[src/rtl/fsm_count_seq_if.sv]
// Button/LED bundle for fsm_count_seq.
// The master side drives the active-low buttons and dir; the slave side (the sequencer) drives the outputs.
interface fsm_count_seq_if #(
  parameter int CNT_WIDTH = 4
);
  logic                 go_btn;
  logic                 stop_btn;
  logic                 dir;
  logic [CNT_WIDTH-1:0] led;
  logic                 done_sig;
  logic                 busy;

  modport master (
    output go_btn, stop_btn, dir,
    input  led, done_sig, busy
  );

  modport slave (
    input  go_btn, stop_btn, dir,
    output led, done_sig, busy
  );
endinterface

[src/rtl/fsm_count_seq.sv]
// Tick-paced Moore counting sequencer: go starts/pauses/resumes an up/down count, stop aborts it.
// Define FSM_COUNT_AUTORELOAD_EN to restart the count from DONE instead of returning to IDLE.
module fsm_count_seq #(
  parameter int CLK_DIV    = 1500000,
  parameter int CNT_WIDTH  = 4,
  parameter int MAX_COUNT  = 15,
  parameter int DONE_TICKS = 1
) (
  input  logic           clk,
  input  logic           rst_btn,
  fsm_count_seq_if.slave bus
);

  localparam int DIV_W = $clog2(CLK_DIV);
  localparam int DT_W  = (DONE_TICKS > 1) ? $clog2(DONE_TICKS) : 1;
  localparam logic [CNT_WIDTH-1:0] MAX_VAL   = CNT_WIDTH'(MAX_COUNT);
  localparam logic [DIV_W-1:0]     DIV_LAST  = DIV_W'(CLK_DIV - 1);
  localparam logic [DT_W-1:0]      DONE_LAST = DT_W'(DONE_TICKS - 1);

  typedef enum logic [2:0] {
    IDLE     = 3'd0,
    COUNTING = 3'd1,
    PAUSED   = 3'd2,
    DONE     = 3'd3
  } state_t;

  logic [DIV_W-1:0]     div;
  logic                 tick;
  logic                 go_s1, go_s2, go_prev;
  logic                 stop_s1, stop_s2, stop_prev;
  logic                 dir_s1, dir_s2;
  logic                 go_req, stop_req;
  logic                 go_hit, stop_hit;
  state_t               state, state_next;
  logic [CNT_WIDTH-1:0] led, led_next;
  logic [CNT_WIDTH-1:0] end_val;
  logic                 dir_lat, dir_lat_next;
  logic [DT_W-1:0]      done_cnt, done_cnt_next;

  assign tick = (div == DIV_LAST);

  always_ff @(posedge clk or negedge rst_btn) begin
    if (!rst_btn) begin
      div <= '0;
    end else if (tick) begin
      div <= '0;
    end else begin
      div <= div + DIV_W'(1);
    end
  end

  always_ff @(posedge clk or negedge rst_btn) begin
    if (!rst_btn) begin
      go_s1     <= 1'b1;
      go_s2     <= 1'b1;
      go_prev   <= 1'b1;
      stop_s1   <= 1'b1;
      stop_s2   <= 1'b1;
      stop_prev <= 1'b1;
      dir_s1    <= 1'b1;
      dir_s2    <= 1'b1;
    end else begin
      go_s1     <= bus.go_btn;
      go_s2     <= go_s1;
      go_prev   <= go_s2;
      stop_s1   <= bus.stop_btn;
      stop_s2   <= stop_s1;
      stop_prev <= stop_s2;
      dir_s1    <= bus.dir;
      dir_s2    <= dir_s1;
    end
  end

  // A press landing on the tick cycle itself is honoured by that tick rather than lost.
  assign go_hit   = go_req   | (go_prev   & ~go_s2);
  assign stop_hit = stop_req | (stop_prev & ~stop_s2);

  always_ff @(posedge clk or negedge rst_btn) begin
    if (!rst_btn) begin
      go_req   <= 1'b0;
      stop_req <= 1'b0;
    end else begin
      go_req   <= tick ? 1'b0 : go_hit;
      stop_req <= tick ? 1'b0 : stop_hit;
    end
  end

  always_ff @(posedge clk or negedge rst_btn) begin
    if (!rst_btn) begin
      state    <= IDLE;
      led      <= '0;
      dir_lat  <= 1'b0;
      done_cnt <= '0;
    end else begin
      state    <= state_next;
      led      <= led_next;
      dir_lat  <= dir_lat_next;
      done_cnt <= done_cnt_next;
    end
  end

  assign end_val = dir_lat ? '0 : MAX_VAL;

  always_comb begin
    state_next    = state;
    led_next      = led;
    dir_lat_next  = dir_lat;
    done_cnt_next = done_cnt;
    if (tick) begin
      case (state)
        IDLE: begin
          if (go_hit) begin
            state_next   = COUNTING;
            dir_lat_next = dir_s2;
            led_next     = dir_s2 ? MAX_VAL : '0;
          end
        end
        COUNTING: begin
          // Stop outranks go, and the end check precedes the step so led never wraps.
          if (stop_hit) begin
            state_next = IDLE;
            led_next   = '0;
          end else if (go_hit) begin
            state_next = PAUSED;
          end else if (led == end_val) begin
            state_next    = DONE;
            done_cnt_next = '0;
          end else begin
            led_next = dir_lat ? (led - CNT_WIDTH'(1)) : (led + CNT_WIDTH'(1));
          end
        end
        PAUSED: begin
          if (stop_hit) begin
            state_next = IDLE;
            led_next   = '0;
          end else if (go_hit) begin
            state_next = COUNTING;
          end
        end
        DONE: begin
`ifdef FSM_COUNT_AUTORELOAD_EN
          if (stop_hit) begin
            state_next = IDLE;
            led_next   = '0;
          end else if (done_cnt == DONE_LAST) begin
            state_next = COUNTING;
            led_next   = dir_lat ? MAX_VAL : '0;
          end else begin
            done_cnt_next = done_cnt + DT_W'(1);
          end
`else
          if (done_cnt == DONE_LAST) begin
            state_next = IDLE;
            led_next   = '0;
          end else begin
            done_cnt_next = done_cnt + DT_W'(1);
          end
`endif
        end
        default: begin
          state_next = IDLE;
          led_next   = '0;
        end
      endcase
    end
  end

  assign bus.led      = led;
  assign bus.done_sig = (state == DONE);
  assign bus.busy     = (state == COUNTING) || (state == PAUSED);

endmodule

[src/flat_wrapper.sv]
// flat-port wrapper written by rule: the top's interface ports become plain ports
module fsm_count_seq_flat 
#(
  parameter int CLK_DIV    = 1500000,
  parameter int CNT_WIDTH  = 4,
  parameter int MAX_COUNT  = 15,
  parameter int DONE_TICKS = 1
)
  (clk, rst_btn, bus_go_btn, bus_stop_btn, bus_dir, bus_led, bus_done_sig, bus_busy);
  fsm_count_seq_if #(.CNT_WIDTH(CNT_WIDTH)) bus_i ();
  input  logic clk;
  input  logic rst_btn;
  input wire logic [$bits(bus_i.go_btn)-1:0] bus_go_btn;
  input wire logic [$bits(bus_i.stop_btn)-1:0] bus_stop_btn;
  input wire logic [$bits(bus_i.dir)-1:0] bus_dir;
  output wire logic [$bits(bus_i.led)-1:0] bus_led;
  output wire logic [$bits(bus_i.done_sig)-1:0] bus_done_sig;
  output wire logic [$bits(bus_i.busy)-1:0] bus_busy;
  assign bus_i.go_btn = bus_go_btn;
  assign bus_i.stop_btn = bus_stop_btn;
  assign bus_i.dir = bus_dir;
  assign bus_led = bus_i.led;
  assign bus_done_sig = bus_i.done_sig;
  assign bus_busy = bus_i.busy;
  fsm_count_seq #(.CLK_DIV(CLK_DIV), .CNT_WIDTH(CNT_WIDTH), .MAX_COUNT(MAX_COUNT), .DONE_TICKS(DONE_TICKS)) u_core (.clk(clk), .rst_btn(rst_btn), .bus(bus_i));
endmodule
[config.mk]
export PLATFORM = sky130hd
export DESIGN_NAME = fsm_count_seq_flat
export DESIGN_NICKNAME = d
export VERILOG_FILES = /design/src/rtl/fsm_count_seq_if.sv /design/src/rtl/fsm_count_seq.sv /design/src/flat_wrapper.sv
export SDC_FILE = /design/constraint.sdc
export NUM_CORES = 1
export LEC_CHECK = 0
export BUFFER_PORTS_ARGS = -buffer_cell sky130_fd_sc_hd__buf_2
export CELL_PAD_IN_SITES_DETAIL_PLACEMENT = 0
export CELL_PAD_IN_SITES_GLOBAL_PLACEMENT = 1
export CORE_AREA = 2 2 59 72
export CTS_BUF_LIST = sky130_fd_sc_hd__clkbuf_2 sky130_fd_sc_hd__clkbuf_4 sky130_fd_sc_hd__clkbuf_8
export DETAILED_ROUTE_END_ITERATION = 8
export DIE_AREA = 0 0 61 74
export GPL_ROUTABILITY_DRIVEN = 1
export GPL_TIMING_DRIVEN = 0
export PLACE_DENSITY_LB_ADDON = 0.1
export SYNTH_ARGS = -nofsm -noshare
export SYNTH_HDL_FRONTEND = slang
export SYNTH_SLANG_ARGS = --single-unit
export TNS_END_PERCENT = 1
[constraint.sdc]
create_clock -name clk -period 3.4 [get_ports clk]
set_clock_uncertainty 0.05 [all_clocks]
set_input_delay 0.34 -clock clk [delete_from_list [all_inputs] [get_ports clk]]
set_output_delay 0.34 -clock clk [all_outputs]
set_load 0.01 [all_outputs]
After elaboration in Yosys (flattened, before gate mapping)
Cells that the tools add are included.
{ "totals": {"mem_bits_rw": 0, "memories": 0, "mem_bits_ro": 0, "latch_bits": 0, "ff_bits": 40, "input_bits": 5, "out_inout_bits": 6, "word_cells": 71} }
{ "op_classes": {"div": 0, "n_mul": 0, "n_mux": 25, "order_cmp": 0, "reduce_logical": 7, "n_bitwise": 6, "eq_ne": 14, "addsub": 4, "shifts": 0} }
{ "op_table": {"columns": ["operator", "n"], "rows": [
  ["2-to-1 mux 4 bit", 9],
  ["adder 21 x 1 -> 21 bit (second input constant)", 1],
  ["equality test 21 bit (second input constant)", 1],
  ["2-to-1 mux 21 bit", 1],
  ["2-to-1 mux 3 bit", 6],
  ["one-hot mux 4 bit (4 select lines)", 1],
  ["one-hot mux 3 bit (4 select lines)", 1],
  ["equality test 3 x 2 -> 1 bit (second input constant)", 2],
  ["2-to-1 mux 1 bit", 6],
  ["!= test 2 x 1 -> 1 bit (second input constant)", 3],
  ["!= test 2 bit (second input constant)", 3],
  ["AND reduction 3 bit", 2],
  ["AND reduction 6 bit", 1],
  ["AND reduction 5 bit", 1],
  ["adder 4 x 1 -> 4 bit (second input constant)", 1],
  ["equality test 4 bit", 1],
  ["!= test 4 x 1 -> 1 bit (second input constant)", 1],
  ["subtractor 4 x 1 -> 4 bit (second input constant)", 1],
  ["equality test 3 x 1 -> 1 bit (second input constant)", 1],
  ["logical NOT 3 bit", 1],
  ["!= test 3 x 2 -> 1 bit (second input constant)", 1],
  ["!= test 3 bit (second input constant)", 1],
  ["AND 1 bit", 2],
  ["NOT 1 bit", 2],
  ["5 further kinds", 6]
]} }

Longest topological paths before layout
{ "logic_depth": {"ltp_word": 6, "depth_mapped": 6, "mapped_depth_nobuf": 6} }

Worst setup path before layout
Ideal clock, no wire load.
{ "synth_timing": {"kind": "register to register", "startpoint": "register u_core.led[1], in the netlist u_core.bus.led[1]", "endpoint": "register u_core.led[1], in the netlist u_core.bus.led[1]", "arrival_ps": 1719, "stages_incl_launch_ff": 5, "setup_ps": 125, "synth_period_minus_slack_ps": 1894, "path_buffers": 0, "slack_ps": 1506, "required_ps": 3225, "cell_sequence": "dfrtp_1 > ha_1 > a311oi_1 > o211ai_4 > mux2_4"} }
{ "synth_via": {"elab_chain_len": 6, "word_cells_on_any_way": 10, "classes_between": "add/sub (2); eq/ne (2); mux (5); reduce/logical (1)"} }
{ "synth_rtl": {"columns": ["element", "line_no", "text"], "rows": [
  ["start: declaration", "fsm_count_seq.sv:35", "logic [CNT_WIDTH-1:0] led, led_next;"],
  ["start signal: assignment", "fsm_count_seq.sv:96", "led <= led_next;"],
  ["adder 4 x 1 -> 4 bit or subtractor 4 x 1 -> 4 bit (tied branches)", "fsm_count_seq.sv:129", "led_next = dir_lat ? (led - CNT_WIDTH'(1)) : (led + CNT_WIDTH'(1));"],
  ["2-to-1 mux 4 bit", "fsm_count_seq.sv:129", null],
  ["2-to-1 mux 4 bit", "fsm_count_seq.sv:125", "end else if (led == end_val) begin"],
  ["2-to-1 mux 4 bit", "fsm_count_seq.sv:123", "end else if (go_hit) begin"],
  ["2-to-1 mux 4 bit", "fsm_count_seq.sv:120", "if (stop_hit) begin"],
  ["one-hot mux 4 bit (4 select lines)", "fsm_count_seq.sv:110", "case (state)"]
]} }
Several ways; a longest one is shown, not always the timed one. The select of a mux whose other input is x is not followed.
A chain may end at the register's enable or synchronous reset.

Worst setup path after layout
{ "layout_timing": {"startpoint": "register u_core.div[0]", "endpoint": "register u_core.div[18]"} }
{ "layout_via": {"elab_chain_len": 2, "word_cells_on_any_way": 3, "classes_between": "add/sub (1); eq/ne (1); mux (1)"} }
{ "layout_rtl": {"columns": ["element", "line_no", "text"], "rows": [
  ["start: declaration", "fsm_count_seq.sv:27", "logic [DIV_W-1:0] div;"],
  ["start signal: assignment", "fsm_count_seq.sv:48", "div <= div + DIV_W'(1);"],
  ["adder 21 x 1 -> 21 bit or equality test 21 bit (tied branches)", "fsm_count_seq.sv:48, fsm_count_seq.sv:40", null],
  ["2-to-1 mux 21 bit (*)", "fsm_count_seq.sv:45", "end else if (tick) begin"]
]} }
Every way passes the cells marked *; elsewhere a longest branch is shown, timed or not.

==> run summary <==
Largest net degree at the start of global routing -> 40
Critical path's slowest cell -> nor4_1
Worst IR drop on VDD -> 231 uV
Pleak -> 0.967 nW
Final Setup Violations -> 0
Outcome -> finished clean
Post-Synthesis Net Count -> 176
Data arrival, critical path -> 2260 ps
Syn avg cell area -> 11.1 um^2
DP Wirelength -> 2.36 mm
CTS Buffer Depth -> 2
Worst slew pin tran -> 866 ps
Number of port buffers -> 10
Worst skew pair latency -> 290 ps
Fmax -> 469 MHz
Inserted Clock Buffers -> 5
CP peak stage delay -> 650 ps
Root buffer selected by CTS -> clkbuf_8
Routed Antenna Nets -> 0
Placed cell area -> 1960 um^2
Worst slew margin -> 42.2%
Num rows -> 25
Area delta synth->final -> 12.5%
CP max FO -> 5
First-pass GRT wire length -> 5.73 mm
Vias -> 1264
Synth top area cells -> dfrtp_1 (42%), dfstp_2 (11%), xnor2_1 (5.7%), nand3_1 (5.1%), nor2_1 (4.9%)
Synthesized area -> 1850 um^2
Drt total wl -> 3.33 mm
Die Height -> 74 um
Fin Hold WS -> 90.6 ps
RSZ-0062 raised after global routing -> no
Share of layout cells above drive strength 1 -> 20.5%
Flops & latches, synth -> 39
Final Core Density -> 54.0%
Initial DRC count -> 61
Register area share after synthesis -> 53.4%
Synth top area share -> 42.0%
GRT overflow -> 0
# Post-CTS Setup Buffers -> 0
CP endpoint kind -> flop
Die ar. -> 4510 um^2
# resized after CTS -> 0
Pwr Density -> 418 nW/um^2
Drt drc -> 0
Startpoint Class -> flop
DR pass1 iterations -> 4
Post-synth cell types -> 36
H-tree levels -> 2
Critical Path RT -> 3520 ps
Synth area leader -> dfrtp_1
Syn Inst Count -> 167
MaxCap Viol Count -> 0
Final min period -> 2130 ps
Vias/cell -> 5.29
CTS sink cnt -> 39
Drt wl/cell -> 13.9 um
Crit path cell chain -> ha_1 -> nand4_1 -> nor4_1 -> nand3_1 -> xor2_1 -> nor2_1
Post-route cell area -> 2080 um^2
Ys Warns -> 0
Starting Density -> 48.0%
Crit Path Class -> reg2reg
Nets@finish -> 193
Final Cycle Share -> 62.7%
CTS clk-pin slew, worst paths -> 80 ps
Final hold viol count -> 0
Initial antenna violation count -> 0
Cts-stage hold buffer count -> 0
Hold Path Class -> in2reg
CTS tree -> done
Vias in the first global route -> 1309
Placer Congestion -> 0.738
Diodes inserted -> 0
Slew Limit Fails -> 0
Top-Level Pins -> 11
Gr usage total -> 17.6%
Final total power -> 0.868 mW
Die X -> 61 um
Core area -> 3850 um^2
Setup TNS Final -> 0 ps
==> final cells by class <==
type / count / area, um^2
fill: 350 / 1770
sequential: 39 / 986
multi-input combinational: 122 / 830
clock buffer: 5 / 68.8
tap: 54 / 67.6
timing repair buffer: 10 / 50.0
clock inverter: 3 / 43.8
buffer: 2 / 16.3
inverter: 4 / 15.0
==> path summary, 6_finish.rpt <==
kind / startpoint / to / cells after the start / slack [ps]
setup / recovery: u_core.div[0] / u_core.div[18] / 6 / 1270
hold / removal: bus_dir / u_core.dir_s1 / 1 / 90
setup reg to reg: u_core.div[0] / u_core.div[18] / 6 / 1270
hold reg to reg: u_core.go_s1 / u_core.go_s2 / 0 / 310
max in group asynchronous: rst_btn / u_core.div[18] / 1 / 2650
min in group asynchronous: rst_btn / u_core.state[2] / 1 / 110
==> critical path: cells and delay by family, from the launching register on <==
family | cells | cell delay, ps
xor gates and xnor gates | 1 | 170
adders and majority gates | 1 | 230
DFF | 1 | 390
and+or+nand+nor | 4 | 1170
==> cell families (layout without fill, tap and decap cells) <==
group / after synthesis / after routing / synth area share [%]
AOI/OAI and AO/OA: 17 / 17 / 6.50
xor gates and xnor gates: 21 / 21 / 9.96
adders and majority gates: 4 / 4 / 3.12
buffers and inverters: 6 / 24 / 1.69
DFF: 39 / 39 / 53.4
muxes: 6 / 6 / 4.27
and+or+nand+nor: 74 / 74 / 21.1
==> power breakdown <==
group / total, mW / internal (mW) / switching (mW)
Combinational: 0.0142 / 0.00285 / 0.0114
Sequential: 0.474 / 0.472 / 0.00178
Clock: 0.380 / 0.218 / 0.162
==> flip-flops by register name, indices dropped and copies added, names as in the netlist <==
name and count:
u_core.stop_s1 1, u_core.div 21, u_core.dir_s2 1, u_core.state 3, u_core.dir_lat 1, u_core.stop_s2 1, u_core.go_req 1, u_core.go_prev 1
u_core.go_s1 1, u_core.stop_prev 1, u_core.dir_s1 1, u_core.go_s2 1, u_core.stop_req 1, u_core.bus.led 4
==> per-layer routing <==
metal  up-vias  share of wire [%]  global-route usage (%)
met5         -                  0                       0
met4         0                1.8                    7.25
met3         6                2.7                    4.17
met2        25                 54                    32.4
met1       620                 42                    18.9
li1        613                  -                       -
==> metrics by stage <==
step / std cells / setup WS [ps]
2_1_floorplan: 167 / 1510
3_5_place_dp: 231 / 1270
4_1_cts: 239 / 1240
3_3_place_gp: 231 / 1260
5_1_grt: 239 / 1010
6_report: 239 / 1270
==> cell usage in the layout, fill, tap and decap left out, types with 2 or more instances in the layout <==
cell type   n
mux2_4      3
inv_1       4
nand3_1    19
nand3b_1    2
clkbuf_8    5
and3_1      4
buf_2      11
xor2_1      9
dfstp_2     8
mux2_2      2
nor2_1     24
dfrtp_1    31
nor3_1      2
ha_1        3
nor2b_1     6
nor4_1      3
a21oi_1     4
nand2_1     5
o21ai_0     6
xnor2_1    12
nand4_1     3
==> cells in the mapped netlist <==
master and instances:
o21ai_0 6, and3_1 4, nor3_1 2, nand3_1 19, fa_1 1, o22ai_1 1, dfstp_2 8, a21boi_1 1
mux2_1 1, nor4_1 3, xnor2_1 12, nand2b_1 1, or4_4 1, nand3b_1 2, nand2_1 5, xor2_1 9
a21o_1 1, nor3b_1 1, nor4bb_1 1, buf_2 1, nor3_4 1, o211ai_4 1, nor2b_1 6, inv_1 4
buf_6 1, mux2_2 2, mux2_4 3, a21oi_1 4, nor2_1 24, ha_1 3, dfrtp_1 31, a311oi_1 1
nand4_1 3, a2bb2oi_1 1, or3b_2 1, o21ba_2 1
No activity file was read; power rests on OpenSTA's default activity.
